## src/rtl/fle_serial_adder_seq_pkg.sv

```systemverilog
// Shared definitions for the bit-serial add/subtract sequencer:
// FSM state encodings and the legal operand width range.
package fle_serial_adder_seq_pkg;

    typedef enum logic [1:0] {
        ST_IDLE = 2'd0,
        ST_RUN  = 2'd1,
        ST_DONE = 2'd2
    } state_t;

    localparam int WIDTH_MIN = 2;
    localparam int WIDTH_MAX = 32;

endpackage

```

## src/rtl/fle_serial_shreg.sv

```systemverilog
// WIDTH-bit right-shift register with parallel load and optional
// invert-on-load; load takes priority over shift.
module fle_serial_shreg #(
    parameter int WIDTH = 8
) (
    input  logic             clk,
    input  logic             reset_n,
    input  logic             i_load,
    input  logic             i_inv,
    input  logic [WIDTH-1:0] i_din,
    input  logic             i_shift,
    input  logic             i_sin,
    output logic [WIDTH-1:0] o_q
);

    logic [WIDTH-1:0] r_q;

    always_ff @(posedge clk or negedge reset_n) begin
        if (!reset_n) begin
            r_q <= '0;
        end else if (i_load) begin
            r_q <= i_inv ? ~i_din : i_din;
        end else if (i_shift) begin
            r_q <= {i_sin, r_q[WIDTH-1:1]};
        end
    end

    assign o_q = r_q;

endmodule

```

## src/rtl/fle_serial_adder_seq.sv

```systemverilog
// Bit-serial add/subtract sequencer driving one external full-adder cell
// LSB-first and collecting its sum bits into a result register.
module fle_serial_adder_seq #(
    parameter int WIDTH = 8
) (
    input  logic             clk,
    input  logic             reset_n,
    input  logic             start,
    input  logic [WIDTH-1:0] op_a,
    input  logic [WIDTH-1:0] op_b,
    input  logic             cin_init,
    input  logic             sub,
    output logic             adder_a,
    output logic             adder_b,
    output logic             adder_cin,
    input  logic             adder_sumout,
    input  logic             adder_cout,
    output logic             busy,
    output logic             done,
    output logic [WIDTH-1:0] sum,
    output logic             cout,
    output logic             overflow
);
    import fle_serial_adder_seq_pkg::*;

    localparam int CW = (WIDTH > 2) ? $clog2(WIDTH) : 1;
    localparam logic [CW-1:0] CNT_MSB  = CW'(WIDTH - 2);
    localparam logic [CW-1:0] CNT_LAST = CW'(WIDTH - 1);

    state_t           r_state;
    logic [CW-1:0]    r_cnt;
    logic             r_carry;
    logic             r_c_msb;
    logic             r_busy;
    logic             r_done;
    logic [WIDTH-1:0] r_sum;
    logic             r_cout;
    logic             r_ovf;

    logic             w_run;
    logic             w_accept;
    logic [WIDTH-1:0] w_a_q;
    logic [WIDTH-1:0] w_b_q;
    logic [WIDTH-1:0] w_sum_q;
    logic             w_unused;

    assign w_run    = (r_state == ST_RUN);
    assign w_accept = start && !w_run;

    fle_serial_shreg #(.WIDTH(WIDTH)) u_a_sh (
        .clk     (clk),
        .reset_n (reset_n),
        .i_load  (w_accept),
        .i_inv   (1'b0),
        .i_din   (op_a),
        .i_shift (w_run),
        .i_sin   (1'b0),
        .o_q     (w_a_q)
    );

    // Subtraction is A + ~B + 1: B is inverted on load, the +1 is the seed carry.
    fle_serial_shreg #(.WIDTH(WIDTH)) u_b_sh (
        .clk     (clk),
        .reset_n (reset_n),
        .i_load  (w_accept),
        .i_inv   (sub),
        .i_din   (op_b),
        .i_shift (w_run),
        .i_sin   (1'b0),
        .o_q     (w_b_q)
    );

    fle_serial_shreg #(.WIDTH(WIDTH)) u_sum_sh (
        .clk     (clk),
        .reset_n (reset_n),
        .i_load  (w_accept),
        .i_inv   (1'b0),
        .i_din   ('0),
        .i_shift (w_run),
        .i_sin   (adder_sumout),
        .o_q     (w_sum_q)
    );

    always_ff @(posedge clk or negedge reset_n) begin
        if (!reset_n) begin
            r_state <= ST_IDLE;
            r_cnt   <= '0;
            r_carry <= 1'b0;
            r_c_msb <= 1'b0;
            r_busy  <= 1'b0;
            r_done  <= 1'b0;
            r_sum   <= '0;
            r_cout  <= 1'b0;
            r_ovf   <= 1'b0;
        end else begin
            r_done <= 1'b0;
            case (r_state)
                ST_IDLE, ST_DONE: begin
                    if (start) begin
                        r_state <= ST_RUN;
                        r_busy  <= 1'b1;
                        r_carry <= sub ? 1'b1 : cin_init;
                        r_cnt   <= '0;
                        r_c_msb <= 1'b0;
                    end else begin
                        r_state <= ST_IDLE;
                    end
                end
                ST_RUN: begin
                    r_carry <= adder_cout;
                    r_cnt   <= r_cnt + CW'(1);
                    // Carry out of bit WIDTH-2 is the carry into the MSB.
                    if (r_cnt == CNT_MSB) begin
                        r_c_msb <= adder_cout;
                    end
                    if (r_cnt == CNT_LAST) begin
                        r_sum   <= {adder_sumout, w_sum_q[WIDTH-1:1]};
                        r_cout  <= adder_cout;
                        r_ovf   <= r_c_msb ^ adder_cout;
                        r_state <= ST_DONE;
                        r_busy  <= 1'b0;
                        r_done  <= 1'b1;
                    end
                end
                default: begin
                    r_state <= ST_IDLE;
                    r_busy  <= 1'b0;
                end
            endcase
        end
    end

    assign adder_a   = w_run & w_a_q[0];
    assign adder_b   = w_run & w_b_q[0];
    assign adder_cin = w_run & r_carry;

    assign busy     = r_busy;
    assign done     = r_done;
    assign sum      = r_sum;
    assign cout     = r_cout;
    assign overflow = r_ovf;

    assign w_unused = ^{w_a_q[WIDTH-1:1], w_b_q[WIDTH-1:1], w_sum_q[0]};

endmodule
```

## config.mk

```make
export PLATFORM = sky130hd
export DESIGN_NAME = fle_serial_adder_seq
export DESIGN_NICKNAME = d
export VERILOG_FILES = /design/src/rtl/fle_serial_adder_seq_pkg.sv /design/src/rtl/fle_serial_shreg.sv /design/src/rtl/fle_serial_adder_seq.sv
export SDC_FILE = /design/constraint.sdc
export NUM_CORES = 1
export LEC_CHECK = 0
export BUFFER_PORTS_ARGS = -buffer_cell sky130_fd_sc_hd__buf_2
export CAP_MARGIN = 20
export CORE_MARGIN = 5
export CORE_UTILIZATION = 49
export CTS_CLUSTER_DIAMETER = 60
export DETAILED_ROUTE_END_ITERATION = 16
export GPL_TIMING_DRIVEN = 1
export PLACE_DENSITY = 0.85
export SLEW_MARGIN = 20
export SYNTH_ARGS = -nofsm -noshare
export SYNTH_HDL_FRONTEND = slang
export SYNTH_SLANG_ARGS = --single-unit
```

## constraint.sdc

```tcl
create_clock -name clk -period 1.5 [get_ports clk]
set_input_delay 0.075 -clock clk [delete_from_list [all_inputs] [get_ports clk]]
set_output_delay 0.075 -clock clk [all_outputs]
set_load 0.005 [all_outputs]
```

==> results_dict.tcl, run 1 <==
set metrics [dict create \
    crit_family "flip-flops" \
    slew_viol_final 0 \
    worst_pin_slew_ns 0.443 \
    vias 1322 \
    min_path_type "in -> reg" \
    area_delta_synth_final_pct 21.2 \
    final_hold_viol_count 0 \
    grt_pass1_vias 1356 \
    synth.net_count 196 \
    required_ns 1.42 \
    finalSetupViolCount 0 \
    slew_headroom 0.705 \
    status "complete, no violations" \
    hpwl_um 2520 \
    netlist_area_mm2 0.00192 \
    finalCritPeriodShare 0.974 \
    firstDrtPassIters 5 \
    final_nets 241 \
    fin_area_mm2 0.00233 \
    min_period_ns 1.46 \
    max_stage_delay_ns 0.46 \
    postLayoutCoreUtil 0.623 \
    fp.dieW_um 72.7 \
    synth_seq_cells 42 \
    path_class "reg -> out" \
    wire_per_inst_um 14.1 \
    cp.arrival_ns 1.39 \
    crit_fanout 32 \
    worstPathCellList "nor2b_4 -> buf_12 -> and2_1 -> buf_2" \
    critPathLaunchType "register" \
    cts_tree "done" \
    final_common_cell "dfrtp_1" \
    final_cell_mix "dfrtp_1, buf_2, nand2_1" \
    ant_nets 0 \
    ys_types 27 \
    avgSynthCellArea_um2 11.3 \
    numClockSinks 42 \
    maxClockFrequency_mhz 684 \
    routed_wl_um 3710 \
    ios 38 \
    power_density_mw_per_mm2 1840 \
    io_buffers 37 \
    drc 0 \
    post-place-cells 250 \
    dpl_cell_area_mm2 0.00215 \
    fillers 316 \
    die_area_mm2 0.00528 \
    critPathSlowestCell "dfrtp_1" \
    drt_iter0_markers 55 \
    drv_cap 0 \
    layout.cells.non_filler 264 \
    clk_path_buf_depth 2 \
    yosysSeqAreaShare 0.546 \
    h-tree-depth 2 \
    drive_above_1_share 0.319 \
    clk_pin_slew_ns 0.08 \
    insertedDiodeCount 0 \
    netlist_instances 170 \
    cts_buffers 5 \
    grt_max_degree 33 \
    finalClockSkew_ns 0.00545 \
    fp-row-count 22 \
    gr-total-overflow 0 \
    drt-vias-per-instance 5.01 \
    core_mm2 0.00374 \
    ys_warn_count 0 \
    area.sequential_mm2 0.00105 \
    start_util 0.514 \
    die_y_um 72.7 \
    antenna_found_initial 0 \
    cts_root_buf "clkbuf_8" \
    cp.buffers_inverters 2 \
    grt_use_total 0.149 \
    max-vdd-ir-drop_v 0.00113 \
    grt_pass1_wl_um 6180 \
    multiInputGateArea_um2 802 \
    gp_congestion 0.793 \
    leakage_uw 0.00122 \
    insertion_delay_ns 0.30 \
    end_kind "primary output" \
]
timing repair:
item | 4_1_cts | 5_1_grt
hold buffers | 2 | 0
resized for setup | 1 | 3
pin swaps | 0 | 1
endpoints found under the hold margin | 19 | 0
buffers inserted | 0 | 3
gates cloned | 0 | 1
setup endpoints to repair | 3 | 12
synth_stat cells:
library cell	number	share of area
dfrtp_1	42	0.55
nand2_1	32	0.062
o21ai_0	19	0.049
mux2i_1	15	0.078
mux2_2	9	0.053
nand3b_1	7	0.027
xor2_1	7	0.032
buf_6	5	0.029
nor2_1	5	0.0098
and2_1	3	0.0098
buf_2	3	0.0078
ha_1	3	0.020
inv_1	3	0.0059
buf_4	2	0.0078
nand2b_1	2	0.0065
xnor2_1	2	0.0091
a21oi_1	1	0.0026
a221o_1	1	0.0052
a22o_1	1	0.0046
and2_4	1	0.0046
clkbuf_1	1	0.0019
nand3_1	1	0.0026
nand3b_4	1	0.010
nand4_1	1	0.0033
nor2b_1	1	0.0033
o211ai_1	1	0.0039
o2bb2ai_1	1	0.0046
flip-flops by register name (all words and copies together) (netlist names):
name and cells:
busy 1, cout 1, done 1, overflow 1, r_c_msb 1, r_carry 1, r_cnt 3, r_state 2
sum 8, u_a_sh.o_q 8, u_b_sh.o_q 8, u_sum_sh.o_q 7
power breakdown:
group,switching (uW),internal (uW)
combinational,753,768
clock,382,490
sequential,290,1620
total,1420,2870
kinds of logic after synthesis:
family,synth area share
XOR/XNOR,0.0410
multiplexers,0.131
buffers and inverters,0.0527
AO/OA/AOI/OAI,0.0702
AND/OR/NAND/NOR,0.140
adder cells (fa/ha/maj),0.0195
flip-flops,0.546
metrics by stage:
stage	hold slack [ns]	power, uW	setup TNS [ns]	setup WS (ns)
floorplan	-0.221	2870	0	0.0281
global placement	0.0445	3280	0	0.0543
detailed placement	0.0464	3360	0	0.0105
CTS	0.0377	4260	0	0.00684
global route	0.0714	4650	-0.0832	-0.0333
finish	0.0435	4300	0	0.0387
path summary, 6_finish.rpt:
kind | slack [ns] | start | depth (start not counted) | to
setup / recovery | 0.04 | r_state[1] | 4 | adder_cin
hold reg to reg | 0.48 | u_a_sh.o_q[1] | 2 | u_a_sh.o_q[0]
min in group asynchronous | 0.25 | reset_n | 2 | u_a_sh.o_q[1]
setup reg to reg | 0.06 | r_cnt[1] | 4 | sum[0]
max in group asynchronous | 0.78 | reset_n | 3 | u_sum_sh.o_q[7]
hold / removal | 0.04 | op_a[7] | 3 | u_a_sh.o_q[7]
layer usage:
layer	vias up	track usage	part of all wire
li1	655	-	-
met1	622	0.193	0.45
met2	39	0.236	0.47
met3	6	0.0551	0.069
met4	0	0.0410	0.0092
met5	-	0	0
layout make-up:
class	count	share of cell area
well taps	48	0.0258
multi-input cells	115	0.344
repair buffers	48	0.128
flip-flops and latches	42	0.451
clock buffers	5	0.0295
clock inverters	3	0.0172
inverters	3	0.00483
tightest hold or removal path, cell delays in order:
cell,delay [ns]
buf_2,0.08
mux2i_1,0.06
nor2_1,0.08
Note: power is estimated with default switching activity, not from simulation.
==> inputs of run 2 (changes only) <==
==> constraint.sdc (replaced) <==
create_clock -name clk -period 1.5 [get_ports clk]
set_input_delay 0.075 -clock clk [delete_from_list [all_inputs] [get_ports clk]]
set_output_delay 0.075 -clock clk [all_outputs]
set_load 0.1 [all_outputs]
==> run 2 against run 1 <==
Against the previous run: hold slack better by 0.011 ns; non-clock buffer count up 2; clock skew down 0.00062 ns; sequential share of layout area down 0.26 points; total power up 30%; critical path type unchanged; critical endpoint is now adder_a.
==> results_dict.tcl, run 2 (synthesized netlist as in run 1, its figures left out) <==
set metrics [dict create \
    dpl_cell_area_mm2 0.00220 \
    start_util 0.514 \
    grt_max_degree 43 \
    r2r-end "sum[5]" \
    cts_root_buf "clkbuf_8" \
    status "complete, no violations" \
    path_class "reg -> out" \
    min_path_type "in -> reg" \
    critPathLaunchType "register" \
    worst_pin_slew_ns 0.504 \
    finalSetupViolCount 0 \
    gr-total-overflow 0 \
    maxClockFrequency_mhz 689 \
    rsz0062_at_grt "no" \
    drt_iter0_markers 82 \
    firstDrtPassIters 4 \
    leakage_uw 0.00121 \
    die_area_mm2 0.00528 \
    final_common_cell "dfrtp_1" \
    fin_setup_tns_ns 0 \
    finalClockSkew_ns 0.00483 \
    required_ns 1.42 \
    final_nets 243 \
    slew_viol_final 0 \
    grt_pass1_wl_um 6110 \
    cts_tree "done" \
    drv_cap 0 \
    power_density_mw_per_mm2 2390 \
    vias 1360 \
    antenna_found_initial 0 \
    ant_nets 0 \
    insertedDiodeCount 0 \
    io_buffers 37 \
    reg2reg_from "r_cnt[1]" \
    fp-row-count 22 \
    finalCritPeriodShare 0.968 \
    h-tree-depth 2 \
    fin_area_mm2 0.00235 \
    reg2reg_depth 4 \
    core_mm2 0.00374 \
    fp.dieW_um 72.7 \
    ios 38 \
    drive_above_1_share 0.327 \
    min_period_ns 1.45 \
    end_kind "primary output" \
    grt_pass1_vias 1303 \
    max-vdd-ir-drop_v 0.00158 \
    clk_path_buf_depth 2 \
    die_y_um 72.7 \
    routed_wl_um 3740 \
    crit_fanout 17 \
    slew_headroom 0.664 \
    numClockSinks 42 \
    hpwl_um 2650 \
    r2r_setup_slack_ns 0.06 \
    final_cell_mix "dfrtp_1, buf_2, nand2_1" \
    area_delta_synth_final_pct 21.9 \
    insertion_delay_ns 0.29 \
    wire_per_inst_um 14.1 \
    hp-start "op_a[7]" \
    drc 0 \
    hold_depth 3 \
    cp-startpoint "r_state[0]" \
    grt_use_total 0.151 \
    fillers 335 \
    cp.arrival_ns 1.38 \
    final_hold_viol_count 0 \
    gp_congestion 0.763 \
    hold_end "u_a_sh.o_q[7]" \
    drt-vias-per-instance 5.13 \
    clk_pin_slew_ns 0.07 \
    cts_buffers 5 \
]
==> run 2: cell types whose count changed in the layout (fill, tap and decap cells not counted), sizes merged <==
cell | previous run | this run
bufinv | 1 | 0
clkinv | 2 | 0
clkbuf | 5 | 7
buf | 46 | 48
==> run 2: power breakdown <==
part | leakage (uW) | internal (uW) | switching, uW
Clock | 0.0000383 | 320 | 357
Combinational | 0.000643 | 927 | 2110
Sequential | 0.000532 | 1620 | 271
==> run 2: area by class of cell <==
class / count / area (um2) / share of cell area
clock buffer: 7 / 76.3 / 0.0325
multi-input combinational: 115 / 801 / 0.341
timing repair buffer: 50 / 345 / 0.147
tap: 48 / 60.1 / 0.0256
sequential: 42 / 1050 / 0.449
inverter: 3 / 11.3 / 0.00480
==> run 2: repair_timing <==
action	4_1_cts	5_1_grt
pin swaps	0	1
gates cloned	0	1
endpoints found under the hold margin	43	0
gates resized for setup	1	2
setup endpoints to repair	3	9
hold buffers	2	0
setup buffers	2	1
==> run 2: worst max path at each step <==
stage                     depth (start not counted)        end
after floorplan                                   5       cout
after global placement                            4     sum[6]
after detailed placement                          4     sum[6]
after CTS                                         4     sum[0]
after global routing                              4  adder_cin
final                                             4    adder_a
==> run 2: metrics by stage <==
step	util	total power (uW)	worst slack [ns]	hold slack, ns	cells
3_5_place_dp	0.589	4890	0.00461	0.178	252
4_1_cts	0.619	5610	0.000594	0.0448	263
3_3_place_gp	0.589	4800	0.0624	0.167	252
5_1_grt	0.627	5950	0.00182	0.0579	265
2_1_floorplan	-	4180	0.0269	-0.221	170
6_report	0.627	5610	0.0477	0.0543	265
==> run 2: worst max-delay path: stages, from the launching register on <==
cell and delay, ns:
dfrtp_2 0.40, nor2b_2 0.17, buf_12 0.14, and2_2 0.20, buf_12 0.16
==> run 2: routing by layer <==
metal	track usage	vias to the layer above	share of wire
li1	-	663	-
met1	0.201	647	0.44
met2	0.227	43	0.47
met3	0.0551	7	0.078
met4	0.0492	0	0.013
met5	0	-	0
